## src/rtl/dcm_clkgen_programmer_if.sv

```systemverilog
// Request/status and DCM_CLKGEN programming-port signals for dcm_clkgen_programmer.
// master = requester plus DCM side, slave = the programmer block.
interface dcm_clkgen_programmer_if;
  logic       start;
  logic [8:0] multiply;
  logic [8:0] divide;
  logic       progdone;
  logic       prog_en;
  logic       prog_data;
  logic       busy;
  logic       done;
  logic       invalid;
  logic       timeout;

  modport master (
    output start, multiply, divide, progdone,
    input  prog_en, prog_data, busy, done, invalid, timeout
  );

  modport slave (
    input  start, multiply, divide, progdone,
    output prog_en, prog_data, busy, done, invalid, timeout
  );
endinterface

```

## src/rtl/dcm_clkgen_programmer.sv

```systemverilog
// DCM_CLKGEN dynamic M/D programmer: LoadD, LoadM, GO, then wait for PROGDONE.
// i_clock must also drive the DCM PROGCLK so PROGEN/PROGDATA need no synchronizer.
module dcm_clkgen_programmer #(
  parameter int GAP_CYCLES   = 2,
  parameter int DONE_TIMEOUT = 65535
) (
  input  logic                    i_clock,
  input  logic                    i_reset,
  dcm_clkgen_programmer_if.slave  bus
);

  localparam int TW = $clog2(DONE_TIMEOUT + 1);
  localparam int GW = $clog2(GAP_CYCLES + 1);
  localparam int CW = (TW > GW) ? TW : GW;

  localparam logic [2:0] S_IDLE  = 3'd0;
  localparam logic [2:0] S_LOADD = 3'd1;
  localparam logic [2:0] S_GAP1  = 3'd2;
  localparam logic [2:0] S_LOADM = 3'd3;
  localparam logic [2:0] S_GAP2  = 3'd4;
  localparam logic [2:0] S_GO    = 3'd5;
  localparam logic [2:0] S_WAIT  = 3'd6;

  logic [2:0]    r_state;
  logic [CW-1:0] r_cnt;
  logic [9:0]    r_sh;
  logic [7:0]    r_m1;
  logic          r_en;
  logic          r_busy;
  logic          r_done;
  logic          r_invalid;
  logic          r_timeout;

  logic          w_bad;
  logic [7:0]    w_m1;
  logic [7:0]    w_d1;

  assign w_bad = (bus.multiply < 9'd2) ||
                 (bus.multiply > 9'd256) ||
                 (bus.divide == 9'd0) ||
                 (bus.divide > 9'd256);
  assign w_m1  = 8'(bus.multiply - 9'd1);
  assign w_d1  = 8'(bus.divide - 9'd1);

  always_ff @(posedge i_clock or negedge i_reset) begin
    if (!i_reset) begin
      r_state   <= S_IDLE;
      r_cnt     <= '0;
      r_sh      <= '0;
      r_m1      <= '0;
      r_en      <= 1'b0;
      r_busy    <= 1'b0;
      r_done    <= 1'b0;
      r_invalid <= 1'b0;
      r_timeout <= 1'b0;
    end else begin
      r_done    <= 1'b0;
      r_invalid <= 1'b0;
      r_timeout <= 1'b0;
      unique case (r_state)
        S_IDLE: begin
          if (bus.start) begin
            if (w_bad) begin
              r_invalid <= 1'b1;
            end else begin
              r_m1    <= w_m1;
              r_sh    <= {w_d1, 2'b01};
              r_en    <= 1'b1;
              r_busy  <= 1'b1;
              r_cnt   <= '0;
              r_state <= S_LOADD;
            end
          end
        end
        // r_sh[0] is the bit on PROGDATA; command bits go out first
        S_LOADD, S_LOADM: begin
          if (r_cnt == CW'(9)) begin
            r_en    <= 1'b0;
            r_sh    <= '0;
            r_cnt   <= '0;
            r_state <= (r_state == S_LOADD) ? S_GAP1 : S_GAP2;
          end else begin
            r_sh  <= r_sh >> 1;
            r_cnt <= r_cnt + 1'b1;
          end
        end
        S_GAP1: begin
          if (r_cnt == CW'(GAP_CYCLES - 1)) begin
            r_en    <= 1'b1;
            r_sh    <= {r_m1, 2'b11};
            r_cnt   <= '0;
            r_state <= S_LOADM;
          end else begin
            r_cnt <= r_cnt + 1'b1;
          end
        end
        S_GAP2: begin
          if (r_cnt == CW'(GAP_CYCLES - 1)) begin
            r_en    <= 1'b1;
            r_sh    <= '0;
            r_cnt   <= '0;
            r_state <= S_GO;
          end else begin
            r_cnt <= r_cnt + 1'b1;
          end
        end
        S_GO: begin
          r_en    <= 1'b0;
          r_cnt   <= '0;
          r_state <= S_WAIT;
        end
        // the first two wait cycles may still see a stale PROGDONE
        S_WAIT: begin
          if (bus.progdone && (r_cnt >= CW'(2))) begin
            r_done  <= 1'b1;
            r_busy  <= 1'b0;
            r_state <= S_IDLE;
          end else if (r_cnt == CW'(DONE_TIMEOUT - 1)) begin
            r_timeout <= 1'b1;
            r_busy    <= 1'b0;
            r_state   <= S_IDLE;
          end else begin
            r_cnt <= r_cnt + 1'b1;
          end
        end
        default: begin
          r_en    <= 1'b0;
          r_sh    <= '0;
          r_busy  <= 1'b0;
          r_state <= S_IDLE;
        end
      endcase
    end
  end

  assign bus.prog_en   = r_en;
  assign bus.prog_data = r_sh[0];
  assign bus.busy      = r_busy;
  assign bus.done      = r_done;
  assign bus.invalid   = r_invalid;
  assign bus.timeout   = r_timeout;

endmodule

```

## src/flat_wrapper.sv

```systemverilog
// flat-port wrapper written by rule: the top's interface ports become plain ports
module dcm_clkgen_programmer_flat 
#(
  parameter int GAP_CYCLES   = 2,
  parameter int DONE_TIMEOUT = 65535
)
  (i_clock, i_reset, bus_start, bus_multiply, bus_divide, bus_progdone, bus_prog_en, bus_prog_data, bus_busy, bus_done, bus_invalid, bus_timeout);
  dcm_clkgen_programmer_if bus_i ();
  input  logic i_clock;
  input  logic i_reset;
  input wire logic [$bits(bus_i.start)-1:0] bus_start;
  input wire logic [$bits(bus_i.multiply)-1:0] bus_multiply;
  input wire logic [$bits(bus_i.divide)-1:0] bus_divide;
  input wire logic [$bits(bus_i.progdone)-1:0] bus_progdone;
  output wire logic [$bits(bus_i.prog_en)-1:0] bus_prog_en;
  output wire logic [$bits(bus_i.prog_data)-1:0] bus_prog_data;
  output wire logic [$bits(bus_i.busy)-1:0] bus_busy;
  output wire logic [$bits(bus_i.done)-1:0] bus_done;
  output wire logic [$bits(bus_i.invalid)-1:0] bus_invalid;
  output wire logic [$bits(bus_i.timeout)-1:0] bus_timeout;
  assign bus_i.start = bus_start;
  assign bus_i.multiply = bus_multiply;
  assign bus_i.divide = bus_divide;
  assign bus_i.progdone = bus_progdone;
  assign bus_prog_en = bus_i.prog_en;
  assign bus_prog_data = bus_i.prog_data;
  assign bus_busy = bus_i.busy;
  assign bus_done = bus_i.done;
  assign bus_invalid = bus_i.invalid;
  assign bus_timeout = bus_i.timeout;
  dcm_clkgen_programmer #(.GAP_CYCLES(GAP_CYCLES), .DONE_TIMEOUT(DONE_TIMEOUT)) u_core (.i_clock(i_clock), .i_reset(i_reset), .bus(bus_i));
endmodule
```

## config.mk

```make
export PLATFORM = sky130hd
export DESIGN_NAME = dcm_clkgen_programmer_flat
export DESIGN_NICKNAME = d
export VERILOG_FILES = /design/src/rtl/dcm_clkgen_programmer_if.sv /design/src/rtl/dcm_clkgen_programmer.sv /design/src/flat_wrapper.sv
export SDC_FILE = /design/constraint.sdc
export NUM_CORES = 1
export LEC_CHECK = 0
export ABC_AREA = 1
export CAP_MARGIN = 25
export CORE_MARGIN = 10
export CORE_UTILIZATION = 40
export DETAILED_ROUTE_END_ITERATION = 8
export GPL_TIMING_DRIVEN = 0
export SYNTH_ARGS = -nofsm -noshare
export SYNTH_HDL_FRONTEND = slang
export SYNTH_SLANG_ARGS = --single-unit
```

## constraint.sdc

```tcl
create_clock -name i_clock -period 2.2 [get_ports i_clock]
set_input_delay 0.66 -clock i_clock [delete_from_list [all_inputs] [get_ports i_clock]]
set_output_delay 0.66 -clock i_clock [all_outputs]
set_load 0.01 [all_outputs]
```

==> metrics.yaml <==
antenna_found_initial: 0
required_ns: 2.45
reg2reg_to: "u_core.r_cnt[14]$_DFFE_PN0P_"
fin_tns_setup_ns: 0
clock_latency_ns: 0.30
hp-class: "in2async"
wl_per_cell_um: 12.89
yosysTopAreaCell: "dfrtp_1"
cts_sinks: 42
drive_above_1_share_pct: 12.39
fin_nets: 497
htree_levels: 2
drc: 0
worst-setup-path-type: "in2reg"
n_antenna_cell: 0
finalHoldViolCount: 0
startpoint: "bus_multiply[2]"
fp.coreArea_mm2: 0.007292
crit_arrival_ns: 2.37
endpoint: "u_core.r_sh[0]$_DFFE_PN0P_"
dieArea_mm2: 0.01140
die_h_um: 106.8
area_delta_synth_final_pct: 18.82
relSlewSlack_pct: 59.41
period_minus_slack_ns: 2.120
postLayoutCellArea_mm2: 0.003578
synth_fp_nets: 461
p_leak_nw: 1.793
maxCapViolations: 0
drv_slew: 0
yosysSeqAreaShare_pct: 34.90
hpwl_um: 5638
dpl-instance-area_mm2: 0.003421
synth_cell_types: 33
routabilityCongestion: 0.8522
start_kind: "primary input"
power_density_mw_per_mm2: 1038
holdWs_ns: 0.2656
status: "finished, final reports clean"
grt_pass1_wl_um: 12580
grt_max_degree: 27
fin_crit_sh_pct: 96.38
first_pass_iters: 4
std_cell_rows: 31
cts_buffer_depth: 2
synth_area_per_cell_um2: 6.988
worst_pin_slew_ns: 0.6042
synth_top_area_share_pct: 34.90
start_util_pct: 41.30
cts_tree: "done"
setup_viol: 0
vdd_ir_drop_max_v: 0.0003717
grt_overflow: 0
synth_area_leaders: "dfrtp_1 35%, nand2_1 19%, nand4_1 6.2%, nand3_1 5.5%, nor2_1 5.2%"
num_vias: 2816
cp_max_fo: 10
utilization_pct: 49.07
syn_area_mm2: 0.003012
grt_use_total_pct: 13.14
ff2ff_setup_slack_ns: 0.28
drt_iter0_drc: 177
root_buffer: "clkbuf_8"
finalPower_mw: 3.713
drt_wl_total_um: 7308
port-buffer-count: 27
r2r_cells: 10
cts_buffers: 5
ys_ff_latch: 42
timing.rr.start: "u_core.r_cnt[1]$_DFFE_PN0P_"
clkTransAtPathRegs_ns: 0.09
yosys_warnings: 0
endpoint_kind: "flop"
fin_skew_ns: 0.01005
ant_nets: 0
synth_cells: 431
grt_pass1_vias: 2657
drt-vias-per-instance: 4.966
die_w_um: 106.8
io_pins: 28
clock.fmax_mhz: 471.6
worst max-delay path, cell delays in order:
cell and delay (ns):
clkdlybuf4s50_1 0.45, nor2_1 0.16, nand2_1 0.10, nor2_2 0.13, nand2_1 0.08, nand2_2 0.13, nand2_2 0.09, nand2_4 0.16
buf_4 0.21, nand4_1 0.12, nand2_1 0.08
per-layer routing:
| metal | vias up | routed length (um) | track usage [%] |
|---|---|---|---|
| met2 | 64 | 3238 | 20.37 |
| met3 | 8 | 316 | 1.796 |
| met5 | - | 0 | 0 |
| li1 | 1466 | - | - |
| met1 | 1278 | 3657 | 18.42 |
| met4 | 0 | 95 | 4.062 |
cells by family (layout without fill, tap and decap cells):
family | Yosys count | count (layout) | synth area share (%)
AND/OR/NAND/NOR | 284 | 284 | 43.79
buffers and inverters | 54 | 91 | 8.018
flip-flops | 42 | 42 | 34.90
AO/OA/AOI/OAI | 26 | 26 | 5.027
XOR/XNOR | 17 | 17 | 4.944
adder cells (fa/ha/maj) | 8 | 8 | 3.324
registers in the layout, summed over array words and instances (netlist names):
signal,count
u_core.bus.busy,1
u_core.r_sh,10
u_core.bus.timeout,1
u_core.bus.invalid,1
u_core.r_state,3
u_core.r_m1,8
u_core.bus.done,1
u_core.bus.prog_en,1
u_core.r_cnt,16
cells in the final DEF, fill, tap and decap left out, drive strengths merged:
cell type / synthesis / layout
nand2: 161 / 161
nor2: 54 / 54
dfrtp: 42 / 42
inv: 41 / 41
nand3: 35 / 35
nand4: 31 / 31
clkdlybuf4s50: 0 / 22
o21ai: 14 / 14
buf: 11 / 14
xor2: 10 / 10
ha: 8 / 8
xnor2: 7 / 7
clkbuf: 0 / 6
a31oi: 5 / 5
dlymetal6s2s: 0 / 4
a21oi: 3 / 3
clkinv: 2 / 3
o211ai: 1 / 1
nor3: 1 / 1
nor3b: 1 / 1
o21bai: 1 / 1
nand3b: 1 / 1
a32oi: 1 / 1
o21a: 1 / 1
clkinvlp: 0 / 1
synth_stat cells (all sizes together):
cell type  instances
a21oi              3
a31oi              5
a32oi              1
buf               11
clkinv             2
dfrtp             42
ha                 8
inv               41
nand2            161
nand3             35
nand3b             1
nand4             31
nor2              54
nor3               1
nor3b              1
o211ai             1
o21a               1
o21ai             14
o21bai             1
xnor2              7
xor2              10
worst min-delay path by stage:
stage	slack [ns]	depth (start not counted)	start	endpoint
2_1_floorplan	0.36	0	i_reset	u_core.bus.busy$_DFFE_PN0P_
3_3_place_gp	0.45	2	u_core.r_sh[1]$_DFFE_PN0P_	u_core.r_sh[1]$_DFFE_PN0P_
3_5_place_dp	0.46	2	u_core.bus.prog_en$_DFFE_PN0P_	u_core.bus.prog_en$_DFFE_PN0P_
4_1_cts	0.28	1	i_reset	u_core.bus.busy$_DFFE_PN0P_
5_1_grt	0.30	1	i_reset	u_core.r_state[1]$_DFFE_PN0P_
6_report	0.27	1	i_reset	u_core.bus.busy$_DFFE_PN0P_
final cells by class:
class | count | area [um^2]
inverter | 43 | 163.9
clock inverter | 2 | 12.51
sequential | 42 | 1051
fill | 759 | 3714
buffer | 11 | 85.08
timing repair buffer | 29 | 302.8
clock buffer | 6 | 82.58
multi-input combinational | 335 | 1757
tap | 99 | 123.9
metrics by stage:
stage,worst slack [ns],instances
2_1_floorplan,0.4289,431
3_3_place_gp,-0.6525,557
3_5_place_dp,-0.3178,558
4_1_cts,0.02451,566
5_1_grt,-0.01338,567
6_report,0.07960,567
report_power, final:
group          total (mW)  internal [mW]  switching, mW  leakage, nW
clock               0.537          0.253          0.284       0.0472
sequential           1.15          0.991          0.159        0.559
combinational        2.03          0.732           1.29         1.19
timing repair:
| action | CTS | global route |
|---|---|---|
| resized for setup | 1 | 16 |
| hold endpoints to repair | 0 | 0 |
| hold buffers | 0 | 0 |
| pin swaps | 0 | 4 |
| endpoints found under the setup margin | 2 | 31 |
| buffers inserted | 0 | 1 |
Power figures use the tool's default switching activity.
